[src/rtl/micro_tlb.sv]
// Per-port micro-TLB: fully-associative cache of 4 KB translations in front of the joint TLB.
// Serves hits and unmapped segments in one cycle; misses run a refill handshake and install the reply.
module micro_tlb #(
    parameter int ENTRIES    = 4,
    parameter int ASID_WIDTH = 8,
    parameter int IS_DATA    = 1
) (
    input  logic                  clk,
    input  logic                  reset,
    input  logic [ASID_WIDTH-1:0] asid,
    input  logic                  kseg0_uncached,
    input  logic                  is_user_mode,
    input  logic                  flush,
    input  logic                  req_valid,
    output logic                  req_ready,
    input  logic [31:0]           req_vaddr,
    output logic                  resp_valid,
    output logic [31:0]           resp_paddr,
    output logic                  resp_miss,
    output logic                  resp_invalid,
    output logic                  resp_dirty,
    output logic                  resp_uncached,
    output logic                  resp_illegal,
    output logic                  refill_valid,
    output logic [19:0]           refill_vpn,
    output logic [ASID_WIDTH-1:0] refill_asid,
    input  logic                  refill_ready,
    input  logic                  refill_hit,
    input  logic [19:0]           refill_pfn,
    input  logic                  refill_v,
    input  logic                  refill_d,
    input  logic [2:0]            refill_c,
    input  logic                  refill_g
);
    localparam int   IDX_W     = (ENTRIES > 1) ? $clog2(ENTRIES) : 1;
    localparam logic DATA_PORT = (IS_DATA != 0);

    typedef enum logic {S_IDLE, S_REFILL} state_t;

    state_t                r_state;
    logic                  r_active;
    logic [31:0]           r_va;
    logic [ASID_WIDTH-1:0] r_asid;
    logic                  r_flush_seen;
    logic [IDX_W-1:0]      r_ptr;
    logic [ENTRIES-1:0]    r_valid;
    logic [19:0]           r_vpn  [ENTRIES];
    logic [ASID_WIDTH-1:0] r_easid[ENTRIES];
    logic [19:0]           r_pfn  [ENTRIES];
    logic                  r_d    [ENTRIES];
    logic [2:0]            r_c    [ENTRIES];
    logic                  r_g    [ENTRIES];

    logic                  r_resp_valid;
    logic [31:0]           r_paddr;
    logic                  r_miss;
    logic                  r_invalid;
    logic                  r_dirty;
    logic                  r_uncached;
    logic                  r_illegal;

    logic                  w_mapped;
    logic                  w_illegal;
    logic                  w_accept;
    logic                  w_install;
    logic [ENTRIES-1:0]    w_hit_vec;
    logic                  w_any_hit;
    logic [19:0]           w_hit_pfn;
    logic                  w_hit_d;
    logic [2:0]            w_hit_c;
    logic [IDX_W-1:0]      w_victim;

    function automatic logic f_uncached(input logic [31:0] va, input logic mapped,
                                        input logic [2:0] cflag, input logic k0u);
        return (va[31:29] == 3'b101) | (k0u & (va[31:29] == 3'b100)) |
               (mapped & (cflag == 3'd2));
    endfunction

    assign w_mapped  = ~req_vaddr[31] | (req_vaddr[31:30] == 2'b11);
    assign w_illegal = is_user_mode & req_vaddr[31];
    assign req_ready = r_active & (r_state == S_IDLE) & ~flush;
    assign w_accept  = req_valid & req_ready;
    // A flush seen at any point of the refill, including the reply cycle, blocks the install.
    assign w_install = (r_state == S_REFILL) & refill_ready & refill_hit & refill_v &
                       ~r_flush_seen & ~flush;

    always_comb begin
        w_hit_vec = '0;
        w_hit_pfn = '0;
        w_hit_d   = 1'b0;
        w_hit_c   = '0;
        for (int unsigned i = 0; i < ENTRIES; i++) begin
            w_hit_vec[i] = r_valid[i] & (r_vpn[i] == req_vaddr[31:12]) &
                           (r_g[i] | (r_easid[i] == asid));
            w_hit_pfn = w_hit_pfn | ({20{w_hit_vec[i]}} & r_pfn[i]);
            w_hit_d   = w_hit_d | (w_hit_vec[i] & r_d[i]);
            w_hit_c   = w_hit_c | ({3{w_hit_vec[i]}} & r_c[i]);
        end
    end
    assign w_any_hit = |w_hit_vec;

    // Descending scan so the lowest-index free slot is the one left selected.
    always_comb begin
        w_victim = r_ptr;
        for (int unsigned i = ENTRIES; i > 0; i--) begin
            if (!r_valid[i-1]) w_victim = IDX_W'(i - 1);
        end
    end

    always_ff @(posedge clk or posedge reset) begin
        if (reset) begin
            r_state      <= S_IDLE;
            r_active     <= 1'b0;
            r_va         <= '0;
            r_asid       <= '0;
            r_flush_seen <= 1'b0;
            r_ptr        <= '0;
            r_valid      <= '0;
            r_resp_valid <= 1'b0;
            r_paddr      <= '0;
            r_miss       <= 1'b0;
            r_invalid    <= 1'b0;
            r_dirty      <= 1'b0;
            r_uncached   <= 1'b0;
            r_illegal    <= 1'b0;
        end else begin
            r_active     <= 1'b1;
            r_resp_valid <= 1'b0;
            if (flush) r_flush_seen <= 1'b1;

            case (r_state)
                S_IDLE: begin
                    if (w_accept) begin
                        r_va         <= req_vaddr;
                        r_asid       <= asid;
                        r_flush_seen <= 1'b0;
                        if (w_illegal) begin
                            r_resp_valid <= 1'b1;
                            r_paddr      <= '0;
                            r_miss       <= 1'b0;
                            r_invalid    <= 1'b0;
                            r_dirty      <= 1'b0;
                            r_uncached   <= 1'b0;
                            r_illegal    <= 1'b1;
                        end else if (!w_mapped) begin
                            r_resp_valid <= 1'b1;
                            r_paddr      <= {3'b000, req_vaddr[28:0]};
                            r_miss       <= 1'b0;
                            r_invalid    <= 1'b0;
                            r_dirty      <= DATA_PORT;
                            r_uncached   <= f_uncached(req_vaddr, 1'b0, 3'd0, kseg0_uncached);
                            r_illegal    <= 1'b0;
                        end else if (w_any_hit) begin
                            r_resp_valid <= 1'b1;
                            r_paddr      <= {w_hit_pfn, req_vaddr[11:0]};
                            r_miss       <= 1'b0;
                            r_invalid    <= 1'b0;
                            r_dirty      <= DATA_PORT & w_hit_d;
                            r_uncached   <= f_uncached(req_vaddr, 1'b1, w_hit_c, kseg0_uncached);
                            r_illegal    <= 1'b0;
                        end else begin
                            r_state <= S_REFILL;
                        end
                    end
                end
                S_REFILL: begin
                    if (refill_ready) begin
                        r_state      <= S_IDLE;
                        r_resp_valid <= 1'b1;
                        r_paddr      <= {refill_pfn, r_va[11:0]};
                        r_miss       <= ~refill_hit;
                        r_invalid    <= refill_hit & ~refill_v;
                        r_dirty      <= DATA_PORT & refill_hit & refill_v & refill_d;
                        r_uncached   <= f_uncached(r_va, 1'b1,
                                                   (refill_hit & refill_v) ? refill_c : 3'd0,
                                                   kseg0_uncached);
                        r_illegal    <= 1'b0;
                    end
                end
                default: r_state <= S_IDLE;
            endcase

            if (flush) begin
                r_valid <= '0;
            end else if (w_install) begin
                r_valid[w_victim] <= 1'b1;
                if (r_valid[w_victim]) r_ptr <= r_ptr + IDX_W'(1);
            end
        end
    end

    always_ff @(posedge clk) begin
        if (w_install) begin
            r_vpn[w_victim]   <= r_va[31:12];
            r_easid[w_victim] <= r_asid;
            r_pfn[w_victim]   <= refill_pfn;
            r_d[w_victim]     <= refill_d;
            r_c[w_victim]     <= refill_c;
            r_g[w_victim]     <= refill_g;
        end
    end

    assign resp_valid    = r_resp_valid;
    assign resp_paddr    = r_paddr;
    assign resp_miss     = r_miss;
    assign resp_invalid  = r_invalid;
    assign resp_dirty    = r_dirty;
    assign resp_uncached = r_uncached;
    assign resp_illegal  = r_illegal;
    assign refill_valid  = (r_state == S_REFILL);
    assign refill_vpn    = r_va[31:12];
    assign refill_asid   = r_asid;
endmodule

[config.mk]
export PLATFORM = sky130hd
export DESIGN_NAME = micro_tlb
export DESIGN_NICKNAME = d
export VERILOG_FILES = /design/src/rtl/micro_tlb.sv
export SDC_FILE = /design/constraint.sdc
export NUM_CORES = 1
export LEC_CHECK = 0
export ABC_AREA = 0
export CAP_MARGIN = 15
export CORE_MARGIN = 8
export CORE_UTILIZATION = 57
export CTS_BUF_LIST = sky130_fd_sc_hd__clkbuf_16
export DETAILED_ROUTE_END_ITERATION = 7
export PLACE_DENSITY = 0.8
export SLEW_MARGIN = 15
export SYNTH_ARGS = -nofsm -noshare
export SYNTH_HDL_FRONTEND = slang
export SYNTH_SLANG_ARGS = --single-unit
export TNS_END_PERCENT = 10
[constraint.sdc]
create_clock -name clk -period 12.8 [get_ports clk]
set_input_delay 2.56 -clock clk [delete_from_list [all_inputs] [get_ports clk]]
set_output_delay 2.56 -clock clk [all_outputs]
set_load 0.05 [all_outputs]
# Word level (Yosys, flattened, before mapping)
# Memories as Yosys holds them, arrays and structs flattened.
# Cells that the tools add are included.
[totals]
mem_bits_rw = 212
register_bits = 87
elab_cells = 164
latch_bits = 0
rom_bits = 0
inputBits = 74
mem_count = 6
[mem_list]
columns = ["name", "words", "width", "read_ports", "rd_clocked_by_memory_dff", "write_ports", "line", "text"]
rows = [
  ["r_pfn", 4, 20, 4, 0, 1, "49", "logic [19:0] r_pfn [ENTRIES];"],
  ["r_vpn", 4, 20, 4, 0, 1, "47", "logic [19:0] r_vpn [ENTRIES];"],
  ["r_easid", 4, 8, 4, 0, 1, "48", "logic [ASID_WIDTH-1:0] r_easid[ENTRIES];"],
  ["r_c", 4, 3, 4, 0, 1, "51", "logic [2:0] r_c [ENTRIES];"],
  ["r_d", 4, 1, 4, 0, 1, "50", "logic r_d [ENTRIES];"],
  ["r_g", 4, 1, 4, 0, 1, "52", "logic r_g [ENTRIES];"],
]
[op_classes]
mux = 58
n_addsub = 1
div = 0
bitwise_logic = 59
magnitude_cmp = 2
n_eq_ne = 18
n_mul = 0
reduce_logical = 6
n_shift = 0
[op_table]
columns = ["cell", "count"]
rows = [
  ["32-bit two-way mux", 5],
  ["20-bit bitwise AND", 4],
  ["20-bit equality test", 4],
  ["32-bit case mux with 2 select lines", 1],
  ["20-bit bitwise OR", 3],
  ["1-bit two-way mux", 36],
  ["8-bit equality test", 4],
  ["1-bit bitwise AND", 26],
  ["1-bit case mux with 2 select lines", 7],
  ["3-bit bitwise AND", 4],
  ["3-bit equality test (second input constant)", 4],
  ["1-bit bitwise OR", 12],
  ["3-bit bitwise OR", 3],
  ["2-bit two-way mux", 4],
  ["4-bit two-way mux", 2],
  ["3-bit by 2-bit equality test with 1-bit output (second input constant)", 2],
  ["1-bit NOT", 6],
  ["3-bit AND reduction", 2],
  ["2-bit != test (second input constant)", 2],
  ["4-bit != test (second input constant)", 1],
  ["4-bit bitwise OR", 1],
  ["4-bit OR reduction", 1],
  ["2-bit by 3-bit less-than comparator with 1-bit output (second input constant)", 1],
  ["3-bit two-way mux", 1],
  ["other kinds (8)", 8],
]

# Depth between registers and ports, before layout
# Gate-level depths: netlist (run 1).
[depth]
depth_word = 14
mapped_depth = 10
depth_no_buf = 8

# Worst setup path after synthesis (run 1)
# OpenSTA, ideal clock, no wires.
[synth_path]
kind = "input port to flip-flop"
from = "in refill_v"
to = "mem r_c[2][0], enable pin"
setup_ns = 0.543
path_stages = 3
required_time_ns = 12.257
path_slack_ns = 5.349
path_buffers = 0
arrival_time_ns = 6.908
cell_sequence = "and3_1 -> nand3_1 -> nor3b_1"
[synth_between]
elab_chain_cells = 5
[synth_rtl]
columns = ["element", "line", "text"]
rows = [
  ["start: declaration", "30", "input logic refill_v,"],
  ["1-bit bitwise AND (2 in a row)", "84", "assign w_install = (r_state == S_REFILL) & refill_ready & refill_hit & refill_v &"],
  ["1-bit bitwise AND", "85", "~r_flush_seen & ~flush;"],
  ["1-bit two-way mux", "193", "if (w_install) begin"],
  ["1-bit two-way mux (not written as such)", "198", "r_c[w_victim] <= refill_c;"],
  ["end: declaration", "51", ""],
]
# Every way passes these cells.

# Final worst setup path (run 1)
[layout_path]
from = "in flush"
to = "out req_ready"
[layout_between]
elab_chain_cells = 2
[layout_rtl]
columns = ["element", "line", "text"]
rows = [
  ["start: declaration", "13", "input logic flush,"],
  ["1-bit NOT (no line)", "n/a", ""],
  ["1-bit bitwise AND", "81", "assign req_ready = r_active & (r_state == S_IDLE) & ~flush;"],
  ["end: declaration", "15", "output logic req_ready,"],
]
# Every way passes these cells.

==> summary.md, run 1 <==
| Metric | Value |
|---|---|
| Wire length per cell after detailed routing | `22.2 um` |
| Nets@finish | `1107` |
| Clock power share | `0.355` |
| Placer congestion estimate | `0.837` |
| Worst path buffer plus inverter count | `3` |
| DP Wirelength | `18700 um` |
| Worst-Margin Slew | `1.04 ns` |
| Crit Path Max Fanout | `4` |
| Leakage | `5.56 nW` |
| CTS tree | `done` |
| XOR/XNOR Fraction of Synth Area | `0.0790` |
| Crit path from | `flush` |
| Synthesized cell area | `12600 um2` |
| Final wirelength | `29700 um` |
| Syn avg cell area | `13.6 um2` |
| Max VDD drop | `0.000139 V` |
| Final period demand of the worst path | `6.72 ns` |
| Hold WC Path Type | `reg -> reg` |
| Drt pass-1 iters | `5` |
| Seq/Total Area, Yosys | `0.676` |
| Max Buffers Root-to-Sink | `3` |
| Final Skew | `0.0154 ns` |
| Largest stage delay, worst path | `0.80 ns` |
| Pwr Density | `172 nW/um2` |
| DP Cell Count | `1281` |
| Die W | `165 um` |
| Post-CTS sizing | `0` |
| Sw Share | `0.285` |
| Post-synth EDFFs | `212` |
| Adder-cell area share of the yosys netlist | `0` |
| Vias in the first global route | `8036` |
| DRT iter0 DRCs | `711` |
| Remaining global-route overflow | `0` |
| Max cap viols | `0` |
| Worst r2r path cells | `9` |
| Final Non-Filler Cells | `1337` |
| Worst setup EP type | `primary output` |
| Fmax | `149 MHz` |
| CP Class | `in -> out` |
| Post-route setup TNS | `0 ns` |
| CP Capture Point | `req_ready` |
| IO Pins | `142` |
| RSZ-0062 raised after global routing | `no` |
| GRT Total Usage | `0.219` |
| Commonest non-fill, non-tap cell in the layout | `edfxtp_1` |
| Final period utilization | `0.525` |
| Reg area | `8540 um2` |
| Max-slew headroom | `0.305` |
| Clock slew at reported path FFs | `0.07 ns` |
| Combinational cell fraction of total power | `0.189` |
| DRC Markers | `0` |
| WP depth | `4` |
| Fin. max-slew vios | `0` |
| Initial Utilization | `0.579` |
| Via count | `7803` |
| Worst hold slack | `0.492 ns` |
| Slowest-stage cell, CP | `clkdlybuf4s50_1` |
| First-pass GRT wire length | `45700 um` |
| Setup crit start kind | `primary input` |
| # rows | `54` |
| Internal power | `0.00186 W` |
| Final Hold Vio Count | `0` |
| DIE AREA | `27200 um2` |
| Cell count after synthesis | `929` |
| Post-Synth Simple-Gate Area | `0.0668` |
| Setup Viol. Count Final | `0` |
| Synthesis-stage register bit count | `299` |
| Reg-to-reg startpoint | `r_vpn[3][16]$_DFFE_PP_` |
| Crit path cell chain | `clkdlybuf4s50_1, inv_1, and3_1, clkdlybuf4s50_1` |
| Fill cells | `1474` |
| # hold bufs at CTS | `0` |
| Reg power frac | `0.456` |
| Htree depth | `1` |
| Synth-to-Final Area Change | `19.5%` |
| Core area | `21800 um2` |
| Initial antenna violation count | `1` |
| Critical path arrival | `4.16 ns` |
| Antenna-violating nets left | `0` |
| Asr flop ratio synth | `0.291` |
| Leading cell types in the layout, fill and taps excluded | `edfxtp_1, clkdlybuf4s50_1, inv_1, dfrtp_1, xnor2_1` |
| Largest net degree at the start of global routing | `76` |
| Count of cell types in the netlist | `45` |
| Flop2flop setup slack | `9.36 ns` |
| # diodes | `0` |
| Crit-path leading delay family | `buffers and inverters` |
| Setup Buffers After CTS | `0` |
| Worst skew pair latency | `0.55 ns` |
| RR Endpoint | `resp_paddr[29]$_DFFE_PP0P_` |
| Critical path's most frequent cell | `clkdlybuf4s50_1` |
| Layout cell share with drive strength beyond 1 | `0.122` |
| CTS sink cnt | `299` |
| Vias per cell | `5.84` |
| Die Y | `165 um` |
| Fraction of synthesized area in multiplexers | `0.0356` |
| Synth Net Count | `1003` |
| Synth Area in Compound Gates | `0.0767` |
| # port buffers | `141` |
| Largest family of logic cells by synthesized area | `XOR/XNOR gates` |
| Main synth FF type | `edfxtp_1` |
| Worst path required time | `10.24 ns` |
| Multi-input gate area | `3300 um2` |
| Psw | `0.000742 W` |
| Yosys synthesis warning count | `0` |
| Status | `finished clean` |
| CTS root buf | `clkbuf_16` |
| Inserted Clock Buffers | `30` |
==> through the flow <==
step	power, W	setup slack, ns	cell area (um2)	utilization
2_1_floorplan	0.00153	5.35	12600	-
3_3_place_gp	0.00169	6.15	14100	0.644
3_5_place_dp	0.00170	6.11	14100	0.644
4_1_cts	0.00262	6.06	15100	0.692
5_1_grt	0.00269	6.02	15100	0.692
6_report	0.00260	6.08	15100	0.692
==> worst reg2reg max path: stages, from the launching register on <==
cell and delay [ns]:
edfxtp_1 0.38, xnor2_1 0.15, nand4_1 0.21, nor4_2 0.48
nand3_2 0.63, a41oi_4 0.41, buf_4 0.46, nor2_4 0.11
clkinv_4 0.29, a31oi_1 0.17
==> cells by family after synthesis <==
group | count (synthesis)
buffers and inverters | 175
AO/OA/AOI/OAI | 134
multiplexers | 40
AND/OR/NAND/NOR | 166
flip-flops | 299
other | 1
XOR/XNOR | 114
==> sequential cells by signal (all words and copies together), names as in the netlist <==
name and count:
resp_uncached 1, resp_valid 1, r_pfn 80, resp_invalid 1, r_flush_seen 1, resp_illegal 1
resp_dirty 1, r_d 4, refill_valid 1, r_active 1, r_c 12, resp_paddr 32
r_vpn 80, r_ptr 2, r_easid 32, refill_asid 8, r_g 4, r_valid 4
r_va 32, resp_miss 1
==> area by class of cell <==
cell class | instances | area share
multi-input cells | 455 | 0.219
flip-flops and latches | 299 | 0.566
inverters | 94 | 0.0238
well taps | 280 | 0.0232
clock buffers | 31 | 0.0513
clock inverters | 25 | 0.0181
repair buffers | 153 | 0.0994
==> worst min-delay path by stage <==
stage	slack (ns)	depth (start not counted)	startpoint	to
CTS	0.49	1	r_ptr[1]$_DFFE_PP0P_	r_ptr[1]$_DFFE_PP0P_
detailed placement	0.46	2	r_flush_seen$_DFF_PP0_	r_flush_seen$_DFF_PP0_
floorplan	0.45	1	r_ptr[1]$_DFFE_PP0P_	r_ptr[1]$_DFFE_PP0P_
finish	0.49	1	r_ptr[1]$_DFFE_PP0P_	r_ptr[1]$_DFFE_PP0P_
global route	0.51	1	r_ptr[1]$_DFFE_PP0P_	r_ptr[1]$_DFFE_PP0P_
global placement	0.46	1	r_ptr[1]$_DFFE_PP0P_	r_ptr[1]$_DFFE_PP0P_
==> synthesized netlist by cell type (21+ instances only) <==
library cell  instances  share of area
buf_2                28          0.011
xor2_1               32          0.022
nor2_1               48          0.014
inv_1                93          0.028
o22ai_1              45          0.022
mux2_2               40          0.036
clkbuf_1             21         0.0062
dfrtp_1              87           0.17
nor3_1               38          0.015
buf_4                21          0.012
xnor2_1              82          0.057
edfxtp_1            212           0.50
nand2_1              29         0.0086
==> metal layers <==
metal	vias to the layer above	wire length, um	track usage
met5	-	13	0
met4	2	790	0.0672
met3	59	2270	0.0361
met2	316	14100	0.351
met1	3935	12500	0.303
li1	3491	-	-
==> power groups by stage <==
stage / sequential, W / combinational (W) / clock [W]
4_1_cts: 0.00119 / 0.000499 / 0.000934
2_1_floorplan: 0.00133 / 0.000199 / 0
6_report: 0.00119 / 0.000493 / 0.000923
3_5_place_dp: 0.00121 / 0.000496 / 0
5_1_grt: 0.00120 / 0.000519 / 0.000973
3_3_place_gp: 0.00120 / 0.000488 / 0
Power figures use the tool's default switching activity.
==> inputs of run 2 (changes only) <==
--- a/config.mk
+++ b/config.mk
@@ -8,10 +8,10 @@
 export ABC_AREA = 0
 export CAP_MARGIN = 15
 export CORE_MARGIN = 8
-export CORE_UTILIZATION = 57
+export CORE_UTILIZATION = 56
 export CTS_BUF_LIST = sky130_fd_sc_hd__clkbuf_16
 export DETAILED_ROUTE_END_ITERATION = 7
-export PLACE_DENSITY = 0.8
+export PLACE_DENSITY = 0.78
 export SLEW_MARGIN = 15
 export SYNTH_ARGS = -nofsm -noshare
 export SYNTH_HDL_FRONTEND = slang
==> constraint.sdc (replaced) <==
create_clock -name clk -period 6.5 [get_ports clk]
set_input_delay 1.3 -clock clk [delete_from_list [all_inputs] [get_ports clk]]
set_output_delay 1.3 -clock clk [all_outputs]
set_load 0.05 [all_outputs]
==> run 2 against run 1 <==
Net effect: clock skew decreased by 0.0037 ns; register-to-register slack got worse by 6.4 ns; cell area down 0.67%; global-route usage down 0.81 points; final cell count grew 0.45%; critical endpoint is now resp_paddr[15]$_DFFE_PP0P_.
==> summary.md, run 2 (synthesis gave the netlist of run 1 again) <==
| Metric | Value |
|---|---|
| Status | `finished clean` |
| Inserted Clock Buffers | `30 (unchanged)` |
| Initial antenna violation count | `0 (-1)` |
| Hold WC Path Type | `reg -> reg` |
| # diodes | `0 (unchanged)` |
| Layout cell share with drive strength beyond 1 | `0.114 (-0.00768)` |
| Leading cell types in the layout, fill and taps excluded | `edfxtp_1, clkdlybuf4s50_1, inv_1, dfrtp_1, xnor2_1` |
| Power, Total | `0.00494 W (+90%)` |
| Vias in the first global route | `8028 (-0.10%)` |
| Initial Utilization | `0.564 (-0.0158)` |
| Wire length per cell after detailed routing | `21.9 um (-1.4%)` |
| Vias per cell | `5.81 (-0.49%)` |
| Internal power | `0.00350 W (+88%)` |
| # port buffers | `141 (unchanged)` |
| Final period demand of the worst path | `4.54 ns` |
| CTS tree | `done` |
| Max cap viols | `0 (unchanged)` |
| DRT iter0 DRCs | `982 (+38%)` |
| Final instance area | `15000 um2 (-0.67%)` |
| Die W | `166 um (+0.80%)` |
| Sw Share | `0.292 (+0.00645)` |
| Max Buffers Root-to-Sink | `3 (unchanged)` |
| Reg power frac | `0.475 (+0.019)` |
| Setup crit start kind | `primary input` |
| Fmax | `220 MHz` |
| Final wirelength | `29400 um (-0.93%)` |
| GRT Total Usage | `0.211 (-0.00812)` |
| Worst-Margin Slew | `1.10 ns (+0.0578 ns)` |
| Setup Buffers After CTS | `0 (unchanged)` |
| CP Capture Point | `resp_paddr[15]$_DFFE_PP0P_` |
| Final Skew | `0.0117 ns (-0.00371 ns)` |
| Max VDD drop | `0.000244 V (+76%)` |
| CP Class | `in -> reg` |
| Placed cell area | `14100 um2 (+0.14%)` |
| RR Endpoint | `resp_paddr[15]$_DFFE_PP0P_` |
| RSZ-0062 raised after global routing | `no` |
| Post-route setup TNS | `0 ns (unchanged)` |
| Crit Path Max Fanout | `24 (+20)` |
| Worst setup EP type | `flip-flop` |
| Met3 wire length | `2270 um (-0.35%)` |
| Die Y | `166 um (+0.80%)` |
| Max-slew headroom | `0.265 (-0.0403)` |
| Largest net degree at the start of global routing | `55 (-28%)` |
| DIE AREA | `27600 um2 (+1.6%)` |
| Clock power share | `0.329 (-0.026)` |
| Worst skew pair latency | `0.55 ns (about the same)` |
| Commonest non-fill, non-tap cell in the layout | `edfxtp_1` |
| Fill cells | `1579 (+7.1%)` |
| # rows | `55 (+1.9%)` |
| Psw | `0.00144 W (+94%)` |
| Post-CTS sizing | `0 (unchanged)` |
| Htree depth | `1 (unchanged)` |
| CTS root buf | `clkbuf_16` |
| Final period utilization | `0.698` |
| First-pass GRT wire length | `46100 um (+0.83%)` |
| WL met2 | `14000 um (-0.65%)` |
| Utilization after layout | `0.669 (-0.0234)` |
| Fin. max-slew vios | `0 (unchanged)` |
| Highest metal used | `met4` |
| Biggest regs | `r_pfn x80, r_vpn x80` |
| Final Hold Vio Count | `0 (unchanged)` |
| Reg-to-reg startpoint | `refill_valid$_DFF_PP0_` |
| Setup Viol. Count Final | `0 (unchanged)` |
| DP Wirelength | `19400 um (+3.6%)` |
| Worst path required time | `6.96 ns (-3.28 ns)` |
| Remaining global-route overflow | `0 (unchanged)` |
| Crit path from | `req_vaddr[30]` |
| Hold path depth | `1 (unchanged)` |
| # hold bufs at CTS | `0 (unchanged)` |
| Synth-to-Final Area Change | `18.7%` |
| Leakage | `5.51 nW (-0.87%)` |
| DRC Markers | `0 (unchanged)` |
| Flop2flop setup slack | `2.98 ns (-6.38 ns)` |
| Clock slew at reported path FFs | `0.06 ns (about the same)` |
| Via count | `7800 (-0.038%)` |
| Antenna-violating nets left | `0 (unchanged)` |
| Drt pass-1 iters | `5 (unchanged)` |
| Worst hold slack | `0.481 ns (-0.0105 ns)` |
| CTS sink cnt | `299 (unchanged)` |
| Worst r2r path cells | `10 (+1)` |
| Core area | `22400 um2 (+2.8%)` |
| Nets@finish | `1108 (+0.090%)` |
| Placer congestion estimate | `0.789 (-5.7%)` |
| Combinational cell fraction of total power | `0.197 (+0.008)` |
| M1 wire length | `12300 um (-2.2%)` |
| IO Pins | `142 (unchanged)` |
| Pwr Density | `329 nW/um2 (+91%)` |
| Critical path arrival | `5.00 ns (+0.84 ns)` |
run 2: cell types whose count changed in the layout (fill, tap and decap cells not counted), sizes merged:
cell and change:
clkinvlp -2, clkinv +2, buf +1, bufinv -4
inv +4
run 2: worst min path at each step:
stage / to / startpoint
floorplan: r_ptr[1]$_DFFE_PP0P_ / r_ptr[1]$_DFFE_PP0P_
global placement: r_flush_seen$_DFF_PP0_ / r_flush_seen$_DFF_PP0_
detailed placement: r_ptr[1]$_DFFE_PP0P_ / r_ptr[1]$_DFFE_PP0P_
CTS: r_ptr[1]$_DFFE_PP0P_ / r_ptr[1]$_DFFE_PP0P_
global route: r_ptr[1]$_DFFE_PP0P_ / r_ptr[1]$_DFFE_PP0P_
finish: r_ptr[1]$_DFFE_PP0P_ / r_ptr[1]$_DFFE_PP0P_
run 2: metal layers:
| layer | global-route usage | up-vias |
|---|---|---|
| li1 | - | 3509 |
| met1 | 0.283 | 3886 |
| met2 | 0.337 | 347 |
| met3 | 0.0461 | 58 |
| met4 | 0.0736 | 0 |
| met5 | 0 | - |
run 2: worst max-delay path, stage by stage:
cell             delay, ns
clkdlybuf4s50_1       0.61
xnor2_1               0.36
nand4_1               0.17
nor4_2                0.47
nand3_2               0.60
a41oi_4               0.76
buf_4                 0.40
nor3_1                0.12
a31oi_2               0.17
run 2: area by class of cell:
| class | instances | area, um2 | area share |
|---|---|---|---|
| Inverter | 94 | 359 | 0.0239 |
| Clock buffer | 31 | 776 | 0.0517 |
| Multi-Input combinational cell | 455 | 3300 | 0.220 |
| Sequential cell | 299 | 8540 | 0.569 |
| Tap cell | 285 | 357 | 0.0238 |
| Timing Repair Buffer | 154 | 1520 | 0.101 |
| Clock inverter | 25 | 153 | 0.0102 |
run 2: stage by stage:
stage / std cells / worst slack [ns]
after floorplan: 929 / 0.309
after global placement: 1287 / 1.49
after detailed placement: 1287 / 1.40
after CTS: 1343 / 1.92
after global routing: 1343 / 1.72
final: 1343 / 1.96
run 2: power by group through the flow:
stage | sequential [W] | clock [W] | combinational (W)
floorplan | 0.00262 | 0 | 0.000391
global placement | 0.00238 | 0 | 0.000960
detailed placement | 0.00238 | 0 | 0.000975
CTS | 0.00234 | 0.00164 | 0.000980
global route | 0.00236 | 0.00172 | 0.00102
finish | 0.00234 | 0.00162 | 0.000971
